**src/rtl/idi_pkg.sv**
```systemverilog
// idi_pkg: shared widths and the request record for the IDI request queue.
//   IDI_ADDR_W / IDI_DATA_W / IDI_TAG_W : default widths for address, data, tag
//   IDI_DEPTH                            : default FIFO depth
//   idi_req_t                            : {is_write, addr, wdata, tag}, MSB first
package idi_pkg;

  localparam int IDI_ADDR_W = 64;
  localparam int IDI_DATA_W = 32;
  localparam int IDI_TAG_W  = 4;
  localparam int IDI_DEPTH  = 4;

  typedef struct packed {
    logic                  is_write;
    logic [IDI_ADDR_W-1:0] addr;
    logic [IDI_DATA_W-1:0] wdata;
    logic [IDI_TAG_W-1:0]  tag;
  } idi_req_t;

endpackage

```
**src/rtl/idi_req_queue_if.sv**
```systemverilog
// idi_req_queue_if: bundles the requester, bridge and response channels of the
// IDI request queue plus its status outputs.
//   req_*  : requester -> queue (req_ready back)
//   idi_*  : queue -> bridge head entry, bridge -> queue read data pulse
//   rsp_*  : queue -> requester read response (rsp_ready back)
//   count, rd_inflight, err_spurious : status
// Modports: slave = the queue itself, master = its environment.
//
// Handshake rule for every valid/ready pair here: a transfer happens on a rising
// edge where valid and ready are both 1; valid never depends on ready in the
// same cycle. idi_rvalid is the exception: a single-cycle pulse with no ready.
interface idi_req_queue_if
  import idi_pkg::*;
#(
  parameter int ADDR_W = IDI_ADDR_W,
  parameter int DATA_W = IDI_DATA_W,
  parameter int TAG_W  = IDI_TAG_W,
  parameter int DEPTH  = IDI_DEPTH
);
  localparam int CNT_W = $clog2(DEPTH + 1);

  logic              req_valid;
  logic              req_ready;
  logic              req_is_write;
  logic [ADDR_W-1:0] req_addr;
  logic [DATA_W-1:0] req_wdata;
  logic [TAG_W-1:0]  req_tag;

  logic              idi_valid;
  logic              idi_ready;
  logic              idi_is_write;
  logic [ADDR_W-1:0] idi_addr;
  logic [DATA_W-1:0] idi_wdata;
  logic [DATA_W-1:0] idi_rdata;
  logic              idi_rvalid;

  logic              rsp_valid;
  logic              rsp_ready;
  logic [DATA_W-1:0] rsp_rdata;
  logic [TAG_W-1:0]  rsp_tag;

  logic [CNT_W-1:0]  count;
  logic              rd_inflight;
  logic              err_spurious;

  modport slave (
    input  req_valid, req_is_write, req_addr, req_wdata, req_tag,
    output req_ready,
    output idi_valid, idi_is_write, idi_addr, idi_wdata,
    input  idi_ready, idi_rdata, idi_rvalid,
    output rsp_valid, rsp_rdata, rsp_tag,
    input  rsp_ready,
    output count, rd_inflight, err_spurious
  );

  modport master (
    output req_valid, req_is_write, req_addr, req_wdata, req_tag,
    input  req_ready,
    input  idi_valid, idi_is_write, idi_addr, idi_wdata,
    output idi_ready, idi_rdata, idi_rvalid,
    input  rsp_valid, rsp_rdata, rsp_tag,
    output rsp_ready,
    input  count, rd_inflight, err_spurious
  );

endinterface

```
**src/rtl/sync_fifo.sv**
```systemverilog
// sync_fifo: generic single-clock FIFO, registered pointers, head shown
// combinationally from storage.
//   clk, rst_n : clock, synchronous active-low reset (storage is not reset)
//   push/wdata : write an entry (ignored when full)
//   pop/rdata  : rdata is the head entry; pop removes it (ignored when empty)
//   full, empty, count : occupancy
module sync_fifo #(
  parameter int WIDTH = 8,
  parameter int DEPTH = 4
) (
  input  logic                       clk,
  input  logic                       rst_n,
  input  logic                       push,
  input  logic [WIDTH-1:0]           wdata,
  input  logic                       pop,
  output logic [WIDTH-1:0]           rdata,
  output logic                       full,
  output logic                       empty,
  output logic [$clog2(DEPTH+1)-1:0] count
);
  localparam int PTR_W = $clog2(DEPTH);
  localparam int CNT_W = $clog2(DEPTH + 1);

  logic [WIDTH-1:0] mem [DEPTH];
  logic [PTR_W-1:0] wr_ptr;
  logic [PTR_W-1:0] rd_ptr;
  logic [CNT_W-1:0] count_q;
  logic             do_push;
  logic             do_pop;

  assign full    = (count_q == CNT_W'(DEPTH));
  assign empty   = (count_q == '0);
  assign do_push = push && !full;
  assign do_pop  = pop && !empty;
  assign rdata   = mem[rd_ptr];
  assign count   = count_q;

  // Pointers wrap naturally at DEPTH (power of two); count separates full/empty.
  always_ff @(posedge clk) begin
    if (!rst_n) begin
      wr_ptr  <= '0;
      rd_ptr  <= '0;
      count_q <= '0;
    end else begin
      if (do_push) wr_ptr <= wr_ptr + PTR_W'(1);
      if (do_pop)  rd_ptr <= rd_ptr + PTR_W'(1);
      if (do_push && !do_pop)      count_q <= count_q + CNT_W'(1);
      else if (do_pop && !do_push) count_q <= count_q - CNT_W'(1);
    end
  end

  always_ff @(posedge clk) begin
    if (do_push) mem[wr_ptr] <= wdata;
  end

endmodule

```
**src/rtl/idi_req_queue.sv**
```systemverilog
// idi_req_queue: in-order request buffer in front of the IDI-to-AXI-lite bridge.
// Requests are queued in a FIFO; the head is offered to the bridge. A read may
// only be dispatched when no read is in flight and no response is held, so the
// bridge's one-cycle rvalid pulse always has an empty response register to land
// in. Writes are never held back by read state, but strict ordering means a
// stalled read at the head blocks everything behind it.
//   clk, rst_n : clock, synchronous active-low reset
//   bus        : idi_req_queue_if slave modport (req_*, idi_*, rsp_*, status)
module idi_req_queue
  import idi_pkg::*;
#(
  parameter int ADDR_W = IDI_ADDR_W,
  parameter int DATA_W = IDI_DATA_W,
  parameter int TAG_W  = IDI_TAG_W,
  parameter int DEPTH  = IDI_DEPTH
) (
  input logic            clk,
  input logic            rst_n,
  idi_req_queue_if.slave bus
);
  // Entry layout matches idi_req_t field order: {is_write, addr, wdata, tag}.
  localparam int ENTRY_W = 1 + ADDR_W + DATA_W + TAG_W;
  localparam int CNT_W   = $clog2(DEPTH + 1);

  logic [ENTRY_W-1:0] push_entry;
  logic [ENTRY_W-1:0] head_entry;
  logic               head_is_write;
  logic [ADDR_W-1:0]  head_addr;
  logic [DATA_W-1:0]  head_wdata;
  logic [TAG_W-1:0]   head_tag;
  logic               fifo_full;
  logic               fifo_empty;
  logic [CNT_W-1:0]   fifo_count;
  logic               push;
  logic               pop;
  logic               head_valid;

  logic               rd_inflight_q;
  logic [TAG_W-1:0]   inflight_tag_q;
  logic               rsp_valid_q;
  logic [DATA_W-1:0]  rsp_rdata_q;
  logic [TAG_W-1:0]   rsp_tag_q;
  logic               err_spurious_q;

  assign push_entry = {bus.req_is_write, bus.req_addr, bus.req_wdata, bus.req_tag};
  assign {head_is_write, head_addr, head_wdata, head_tag} = head_entry;

  assign push       = bus.req_valid && !fifo_full;
  // Read dispatch waits until the response path is completely idle.
  assign head_valid = !fifo_empty && (head_is_write || (!rd_inflight_q && !rsp_valid_q));
  assign pop        = head_valid && bus.idi_ready;

  sync_fifo #(
    .WIDTH (ENTRY_W),
    .DEPTH (DEPTH)
  ) u_fifo (
    .clk   (clk),
    .rst_n (rst_n),
    .push  (push),
    .wdata (push_entry),
    .pop   (pop),
    .rdata (head_entry),
    .full  (fifo_full),
    .empty (fifo_empty),
    .count (fifo_count)
  );

  // Read tracking and response register. The gating above keeps rd_inflight and
  // rsp_valid mutually exclusive, so these updates never contend.
  always_ff @(posedge clk) begin
    if (!rst_n) begin
      rd_inflight_q  <= 1'b0;
      inflight_tag_q <= '0;
      rsp_valid_q    <= 1'b0;
      rsp_rdata_q    <= '0;
      rsp_tag_q      <= '0;
      err_spurious_q <= 1'b0;
    end else begin
      if (rsp_valid_q && bus.rsp_ready) rsp_valid_q <= 1'b0;
      if (pop && !head_is_write) begin
        rd_inflight_q  <= 1'b1;
        inflight_tag_q <= head_tag;
      end
      if (bus.idi_rvalid) begin
        if (rd_inflight_q) begin
          rsp_valid_q   <= 1'b1;
          rsp_rdata_q   <= bus.idi_rdata;
          rsp_tag_q     <= inflight_tag_q;
          rd_inflight_q <= 1'b0;
        end else begin
          // Data with nothing outstanding (e.g. a bridge completing across our
          // reset) is dropped and flagged until the next reset.
          err_spurious_q <= 1'b1;
        end
      end
    end
  end

  assign bus.req_ready    = !fifo_full;
  assign bus.idi_valid    = head_valid;
  assign bus.idi_is_write = head_is_write;
  assign bus.idi_addr     = head_addr;
  assign bus.idi_wdata    = head_wdata;
  assign bus.rsp_valid    = rsp_valid_q;
  assign bus.rsp_rdata    = rsp_rdata_q;
  assign bus.rsp_tag      = rsp_tag_q;
  assign bus.count        = fifo_count;
  assign bus.rd_inflight  = rd_inflight_q;
  assign bus.err_spurious = err_spurious_q;

endmodule

```
**src/flat_wrapper.sv**
```systemverilog
// flat-port wrapper written by rule: the top's interface ports become plain ports
module idi_req_queue_flat import idi_pkg::*;
#(
  parameter int ADDR_W = IDI_ADDR_W,
  parameter int DATA_W = IDI_DATA_W,
  parameter int TAG_W  = IDI_TAG_W,
  parameter int DEPTH  = IDI_DEPTH
)
  (clk, rst_n, bus_req_valid, bus_req_is_write, bus_req_addr, bus_req_wdata, bus_req_tag, bus_req_ready, bus_idi_valid, bus_idi_is_write, bus_idi_addr, bus_idi_wdata, bus_idi_ready, bus_idi_rdata, bus_idi_rvalid, bus_rsp_valid, bus_rsp_rdata, bus_rsp_tag, bus_rsp_ready, bus_count, bus_rd_inflight, bus_err_spurious);
  idi_req_queue_if #(.ADDR_W(ADDR_W), .DATA_W(DATA_W), .TAG_W(TAG_W), .DEPTH(DEPTH)) bus_i ();
  input logic clk;
  input logic rst_n;
  input wire logic [$bits(bus_i.req_valid)-1:0] bus_req_valid;
  input wire logic [$bits(bus_i.req_is_write)-1:0] bus_req_is_write;
  input wire logic [$bits(bus_i.req_addr)-1:0] bus_req_addr;
  input wire logic [$bits(bus_i.req_wdata)-1:0] bus_req_wdata;
  input wire logic [$bits(bus_i.req_tag)-1:0] bus_req_tag;
  output wire logic [$bits(bus_i.req_ready)-1:0] bus_req_ready;
  output wire logic [$bits(bus_i.idi_valid)-1:0] bus_idi_valid;
  output wire logic [$bits(bus_i.idi_is_write)-1:0] bus_idi_is_write;
  output wire logic [$bits(bus_i.idi_addr)-1:0] bus_idi_addr;
  output wire logic [$bits(bus_i.idi_wdata)-1:0] bus_idi_wdata;
  input wire logic [$bits(bus_i.idi_ready)-1:0] bus_idi_ready;
  input wire logic [$bits(bus_i.idi_rdata)-1:0] bus_idi_rdata;
  input wire logic [$bits(bus_i.idi_rvalid)-1:0] bus_idi_rvalid;
  output wire logic [$bits(bus_i.rsp_valid)-1:0] bus_rsp_valid;
  output wire logic [$bits(bus_i.rsp_rdata)-1:0] bus_rsp_rdata;
  output wire logic [$bits(bus_i.rsp_tag)-1:0] bus_rsp_tag;
  input wire logic [$bits(bus_i.rsp_ready)-1:0] bus_rsp_ready;
  output wire logic [$bits(bus_i.count)-1:0] bus_count;
  output wire logic [$bits(bus_i.rd_inflight)-1:0] bus_rd_inflight;
  output wire logic [$bits(bus_i.err_spurious)-1:0] bus_err_spurious;
  assign bus_i.req_valid = bus_req_valid;
  assign bus_i.req_is_write = bus_req_is_write;
  assign bus_i.req_addr = bus_req_addr;
  assign bus_i.req_wdata = bus_req_wdata;
  assign bus_i.req_tag = bus_req_tag;
  assign bus_req_ready = bus_i.req_ready;
  assign bus_idi_valid = bus_i.idi_valid;
  assign bus_idi_is_write = bus_i.idi_is_write;
  assign bus_idi_addr = bus_i.idi_addr;
  assign bus_idi_wdata = bus_i.idi_wdata;
  assign bus_i.idi_ready = bus_idi_ready;
  assign bus_i.idi_rdata = bus_idi_rdata;
  assign bus_i.idi_rvalid = bus_idi_rvalid;
  assign bus_rsp_valid = bus_i.rsp_valid;
  assign bus_rsp_rdata = bus_i.rsp_rdata;
  assign bus_rsp_tag = bus_i.rsp_tag;
  assign bus_i.rsp_ready = bus_rsp_ready;
  assign bus_count = bus_i.count;
  assign bus_rd_inflight = bus_i.rd_inflight;
  assign bus_err_spurious = bus_i.err_spurious;
  idi_req_queue #(.ADDR_W(ADDR_W), .DATA_W(DATA_W), .TAG_W(TAG_W), .DEPTH(DEPTH)) u_core (.clk(clk), .rst_n(rst_n), .bus(bus_i));
endmodule
```
**config.mk**
```make
export PLATFORM = sky130hd
export DESIGN_NAME = idi_req_queue_flat
export DESIGN_NICKNAME = d
export VERILOG_FILES = /design/src/rtl/idi_pkg.sv /design/src/rtl/idi_req_queue_if.sv /design/src/rtl/sync_fifo.sv /design/src/rtl/idi_req_queue.sv /design/src/flat_wrapper.sv
export SDC_FILE = /design/constraint.sdc
export NUM_CORES = 1
export LEC_CHECK = 0
export ABC_CLOCK_PERIOD_IN_PS = 10950
export CAP_MARGIN = 15
export CORE_AREA = 10 10 264 266
export DETAILED_ROUTE_END_ITERATION = 8
export DIE_AREA = 0 0 274 276
export GPL_TIMING_DRIVEN = 0
export MAX_ROUTING_LAYER = met4
export PLACE_DENSITY = 0.46
export SLEW_MARGIN = 20
export SYNTH_ARGS = -nofsm -noshare
export SYNTH_HDL_FRONTEND = slang
export SYNTH_SLANG_ARGS = --single-unit
```
**constraint.sdc**
```tcl
create_clock -name clk -period 10.95 [get_ports clk]
set_input_delay 1.095 -clock clk [delete_from_list [all_inputs] [get_ports clk]]
set_output_delay 1.095 -clock clk [all_outputs]
set_load 0.05 [all_outputs]
```
; Word level (Yosys, flattened, before mapping)
; Memories as Yosys holds them, arrays and structs flattened. A register that Yosys moved wholly into a read port is not among the register bits.
; Index checks and enable logic that the tools add are counted.
[totals]
ff_bits = 50
ram_bits = 404
input_bits = 139
output_inout_bits = 141
elab_cells = 50
n_memories = 1
[classes]
add_sub_neg = 4
eq_ne = 1
n_mux = 12
n_bitwise = 1
n_reduce_logical = 22
[mem_list]
columns = memory, depth, word_bits, read_ports, rd_clocked_by_memory_dff, write_ports, line
row1 = u_core.u_fifo.mem, 4, 101, 1, 1, 1, sync_fifo.sv:24  ; logic [WIDTH-1:0] mem [DEPTH];
[ops]
columns = cell, n
row1 = $logic_and 1x1->1, 10
row2 = $mux 1, 8
row3 = $logic_not 1->1, 7
row4 = $mux 3, 2
row5 = $add 2x1->2 const B, 2
row6 = $mux 2, 2
row7 = $reduce_and 2->1, 2
row8 = $add 3x1->3 const B, 1
row9 = $eq 3x3->1 const B, 1
row10 = $logic_not 3->1, 1
row11 = $sub 3x1->3 const B, 1
row12 = $reduce_bool 2->1, 1
row13 = $logic_or 1x1->1, 1
row14 = $not 1->1, 1

; Logic depth before layout (Yosys ltp)
; Gate-level depths: netlist of the first run.
[logic_depth]
word_depth = 9
mapped_depth = 8
ltp_nobuf = 8

; Hierarchy
; A second synthesis of the first run with hierarchy kept.
[hier_totals]
hier_cells = 765
area_unflattened_um2 = 16689.8
[by_module_without_submodules]
columns = module, instances, cells_each, area_each_um2, seq_area_each_um2
row1 = sync_fifo, 1, 575, 15059.4, 12311.8
row2 = idi_req_queue, 1, 190, 1630.3, 860.8

; Worst setup path before layout of the first run
; Ideal clock, no wire load.
[synth_path]
path_kind = register to register
startpoint = register u_core.u_fifo.count_q[0] (netlist: u_core.u_fifo.count[0])
endpoint = memory u_core.u_fifo.mem[0][0] (netlist name) (enable)
setup_time_ns = 0.472
t_arrival_ns = 3.800
setup_slack_ns = 6.678
stages_incl_launch_ff = 4
path_buffers = 0
period_less_slack_ns = 4.272
cell_sequence = dfxtp_1 -> nor3b_1 -> inv_1 -> and3_1
[synth_via]
elab_chain_cells = 6
[synth_rtl]
columns = item, line
row1 = start: declaration, sync_fifo.sv:27  ; logic [CNT_W-1:0] count_q;
row2 = start signal: assignment, sync_fifo.sv:47  ; if (do_push && !do_pop) count_q <= count_q + CNT_W'(1);
row3 = start signal: assignment, sync_fifo.sv:48  ; else if (do_pop && !do_push) count_q <= count_q - CNT_W'(1);
row4 = $eq 3x3->1 (*), sync_fifo.sv:31  ; assign full = (count_q == CNT_W'(DEPTH));
row5 = $logic_not 1->1 (*), --
row6 = net bus_req_ready, flat_wrapper.sv:18  ; output wire logic [$bits(bus_i.req_ready)-1:0] bus_req_ready;
row7 = $logic_and 1x1->1, idi_req_queue.sv:48  ; assign push = bus.req_valid && !fifo_full;
row8 = $logic_and 1x1->1 (*), sync_fifo.sv:33  ; assign do_push = push && !full;
row9 = $mux 1 (*), sync_fifo.sv:53  ; if (do_push) mem[wr_ptr] <= wdata;
row10 = $mux 1 (not written as such) (*), sync_fifo.sv:53
row11 = end: declaration, sync_fifo.sv:24
; Mark *: on every way through the listed nets, which the timed path passes. The rest lies on a longest branch.

==> results of run 1 <==
## kinds of logic after synthesis
kind of cell,after synthesis
multiplexers,109
buffers and inverters,137
AO/OA/AOI/OAI,49
XOR/XNOR,2
flip-flops,456
AND/OR/NAND/NOR,102
adder cells (fa/ha/maj),6
## cell usage after synthesis (2+ instances only)
cell / instances / area (µm²)
buf_1: 3 / 11.26
clkbuf_1: 14 / 52.55
o21ai_0: 3 / 15.01
mux4_2: 101 / 2275
nor2_1: 5 / 18.77
dfxtp_1: 52 / 1041
buf_2: 6 / 30.03
nand3_1: 2 / 10.01
mux2i_1: 8 / 80.08
edfxtp_1: 404 / 12130
nand2_1: 83 / 311.6
inv_1: 6 / 22.52
buf_6: 5 / 56.30
nand2b_1: 4 / 25.02
a21oi_1: 42 / 210.2
xor2_1: 2 / 17.52
ha_1: 5 / 62.56
and3_1: 4 / 25.02
buf_4: 102 / 765.7
## how the worst max path moves through the flow
stage                                                    from                            endpoint  slack [ns]  cells past startpoint
after floorplan           u_core.u_fifo.count[0]$_SDFFE_PN0P_   u_core.u_fifo.mem[0][0]$_DFFE_PP_        6.68                      3
after global placement                          bus_req_valid  u_core.u_fifo.mem[1][66]$_DFFE_PP_        3.76                      2
after detailed placement                            flip-flop                    bus_idi_addr[16]        7.04                      5
after CTS                                           flip-flop                    bus_idi_addr[16]        6.42                      5
after global routing                                flip-flop                    bus_idi_addr[16]        6.34                      5
final                                               flip-flop                     bus_idi_addr[0]        6.65                      5
## cell type report
class / count / area [µm²] / share of cell area [%]
antenna: 8 / 20.02 / 0.08736
buffer: 130 / 915.9 / 3.997
clock buffer: 74 / 1415 / 6.176
clock inverter: 15 / 116.4 / 0.5078
inverter: 7 / 26.28 / 0.1147
multi-input combinational: 268 / 3166 / 13.81
sequential: 456 / 13170 / 57.49
tap: 855 / 1070 / 4.669
timing repair buffer: 287 / 3013 / 13.15
## power by group
part | total (mW) | switching, mW | internal, mW
Sequential | 2.11 | 0.0429 | 2.06
Combinational | 1.98 | 1.14 | 0.841
Clock | 1.59 | 0.655 | 0.934
## worst reg2reg max path, stage by stage (launching register included)
cell	delay, ns
dfxtp_1	0.36
mux4_2	0.59
o21ai_2	0.24
ha_1	0.21
inv_1	0.06
fa_1	0.37
xor2_1	0.17
or3_1	0.31
a21oi_1	0.14
## metal layers
layer / share of wire, % / global-route usage [%] / vias to the layer above
li1: - / - / 3993
met1: 44 / 14.09 / 4420
met2: 47 / 17.13 / 253
met3: 7.2 / 3.416 / 68
met4: 2.0 / 3.583 / 0
met5: 0 / - / -
## registers in the layout (all words and copies together) (netlist names), named ones only
signal / cells
u_core.u_fifo.count: 3
u_core.u_fifo.mem: 404
u_core.bus.rsp_valid: 1
u_core.bus.rsp_tag: 4
u_core.bus.err_spurious: 1
u_core.bus.rd_inflight: 1
u_core.u_fifo.wr_ptr: 2
u_core.inflight_tag_q: 4
u_core.u_fifo.rd_ptr: 2
u_core.bus.rsp_rdata: 32
==> flow_summary_export.csv, run 1 <==
group,metric,value,unit
final_layout,fin_nets,1347,
route,drt-pass1-iter-count,4,
logic_synthesis,syn_nets,1006,
logic_synthesis,synth_compound_area_share,1.508,%
timing,fin_crit,4.297,ns
logic_synthesis,synthCells,861,
timing,setup_violations,0,
die,die_h,276,µm
logic_synthesis,yosys-mux-area-fraction,13.64,%
logic_synthesis,synthesis.area,0.01726,mm²
logic_synthesis,yosys_warnings,0,
grt,grtUsageTotal,11.22,%
timing,hold_ws,0.4525,ns
timing,slew_headroom,47.02,%
critical_path,critPathTopFamily,"buffers and inverters",
critical_path,cp.required,9.86,ns
final_layout,fillCellCount,6044,
logic_synthesis,synth-main-ff-cell,"edfxtp_1",
logic_synthesis,yosysSeqAreaShare,76.32,%
hold_path,hold-path-endpoint,"u_core.bus.rsp_rdata[21]$_SDFFE_PN0P_",
critical_path,worst-endpoint-arrival,3.20,ns
logic_synthesis,synth_xor_area_share,0.1015,%
timing,max_freq,0.2327,GHz
hold_path,hold_depth,2,
timing,fin_skew,0.01219,ns
die,die_w,274,µm
grt,grt_pass1_wl,62400,µm
die,core_area,0.06412,mm²
critical_path,rrSetupSlack,8.44,ns
placed_design,place_area,0.02136,mm²
route,routed_wl,41920,µm
final_layout,final_cell_mix,"edfxtp_1 (404), clkdlybuf4s50_1 (279), buf_4 (102)",
clocking,post_cts_buffers,0,
critical_path,start_kind,"flip-flop",
critical_path,cp_max_fo,10,
clocking,cts_buffers,52,
final_layout,drive_gt1_share,23.28,%
die,die_area,0.07562,mm²
placed_design,dp_hpwl,27420,µm
critical_path,crit_chain,"buf_2, clkbuf_1, mux4_2, buf_4, clkdlybuf4s50_1",
hold_path,min_path_type,"reg2reg",
timing,final-hold-violation-count,0,
final_layout,stdcell_area,0.02291,mm²
placed_design,place_congestion,0.7304,
power_and_ir_drop,p_per_area,247.6,mW/mm²
power_and_ir_drop,ir_drop,0.2077,mV
clocking,cts_resized,0,
route,via_per_inst,4.159,
final_layout,fin_cells,2100,
logic_synthesis,synth_edf_count,404,
die,top_level_ports,280,
route,wl_per_cell,19.96,µm
timing,post-route-period-util,39.24,%
timing,rsz0062_at_grt,"false",
critical_path,path_buf_inv,4,
die,num_rows,93,
timing,tightest_slew,0.7946,ns
logic_synthesis,yosysUniqueCellTypes,29,
critical_path,critical_path.max_stage_delay,0.71,ns
clocking,cts_max_path_buffers,3,
logic_synthesis,synthAdderAreaFrac,0.4784,%
run_status,status,"complete, no violations",
clocking,path_clk_slew,0.06,ns
timing,fin_tns_setup,0,ns
route,via_count,8734,
placed_design,dp_slack,7.042,ns
job,drv_cap,0,
clocking,ctsHtreeMaxLevel,2,
logic_synthesis,yosys.area_share.simple,2.494,%
grt,antenna_found_initial,8,
route,ant_nets,0,
grt,grt_max_degree,39,
grt,grt_overflow,0,
clocking,ctsHoldBuffers,0,
clocking,clock_sinks,456,
route,route.detailed.drc,0,
placed_design,port_buffers,279,
timing,fin_ws,6.653,ns
logic_synthesis,avgSynthCellArea,20.05,µm²
critical_path,timing.rr.end,"u_core.u_fifo.count[2]$_SDFFE_PN0P_",
grt,first_global_vias,9432,
final_layout,areaGrowthSynthToFinish,32.76,%
final_layout,fin_util,35.74,%
power_and_ir_drop,finalPower,5.673,mW
logic_synthesis,synth_top_family_by_area,"multiplexers",
die,initial_core_util,26.92,%
clocking,cts_tree,"built",
clocking,cts_root_buffer,"clkbuf_16",
route,drt_iter0_drc,406,
timing,slew_violations,0,
critical_path,endpoint_kind,"output port",
clocking,insertion_delay,0.58,ns
hold_path,hold_start,"u_core.bus.rsp_rdata[21]$_SDFFE_PN0P_",
logic_synthesis,ys_ff_latch,456,
critical_path,cpMaxStageDelayCell,"clkdlybuf4s50_1",
placed_design,post-place-cells,2003,
critical_path,rr_worst_depth,8,
critical_path,worstSetupPathType,"reg2out",
final_layout,layout_commonest_cell,"edfxtp_1",
power_and_ir_drop,p_leak,7.437,nW
logic_synthesis,async_reset_ff_share,0,%
Power figures use the tool's default switching activity.
==> run 2: changes to the inputs <==
--- a/config.mk
+++ b/config.mk
@@ -5,7 +5,7 @@
 export SDC_FILE = /design/constraint.sdc
 export NUM_CORES = 1
 export LEC_CHECK = 0
-export ABC_CLOCK_PERIOD_IN_PS = 10950
+export ABC_CLOCK_PERIOD_IN_PS = 4400
 export CAP_MARGIN = 15
 export CORE_AREA = 10 10 264 266
 export DETAILED_ROUTE_END_ITERATION = 8
==> constraint.sdc (replaced) <==
create_clock -name clk -period 4.4 [get_ports clk]
set_input_delay 0.44 -clock clk [delete_from_list [all_inputs] [get_ports clk]]
set_output_delay 0.44 -clock clk [all_outputs]
set_load 0.05 [all_outputs]
==> results of run 2 <==
Same layout as run 1 (identical final DEF). Status: complete, no violations.
Main changes from that run: setup slack after placement 7.042 ns -> 1.147 ns; setup slack after layout 6.653 ns -> 0.7579 ns; hold slack 0.4525 ns -> 0.4115 ns; register-to-register setup slack 8.44 ns -> 1.89 ns; end point of the worst hold path u_core.bus.rsp_rdata[21]$_SDFFE_PN0P_ -> u_core.bus.rsp_rdata[31]$_SDFFE_PN0P_; total power 5.673 mW -> 14.12 mW; worst IR drop on VDD 0.2077 mV -> 0.5170 mV
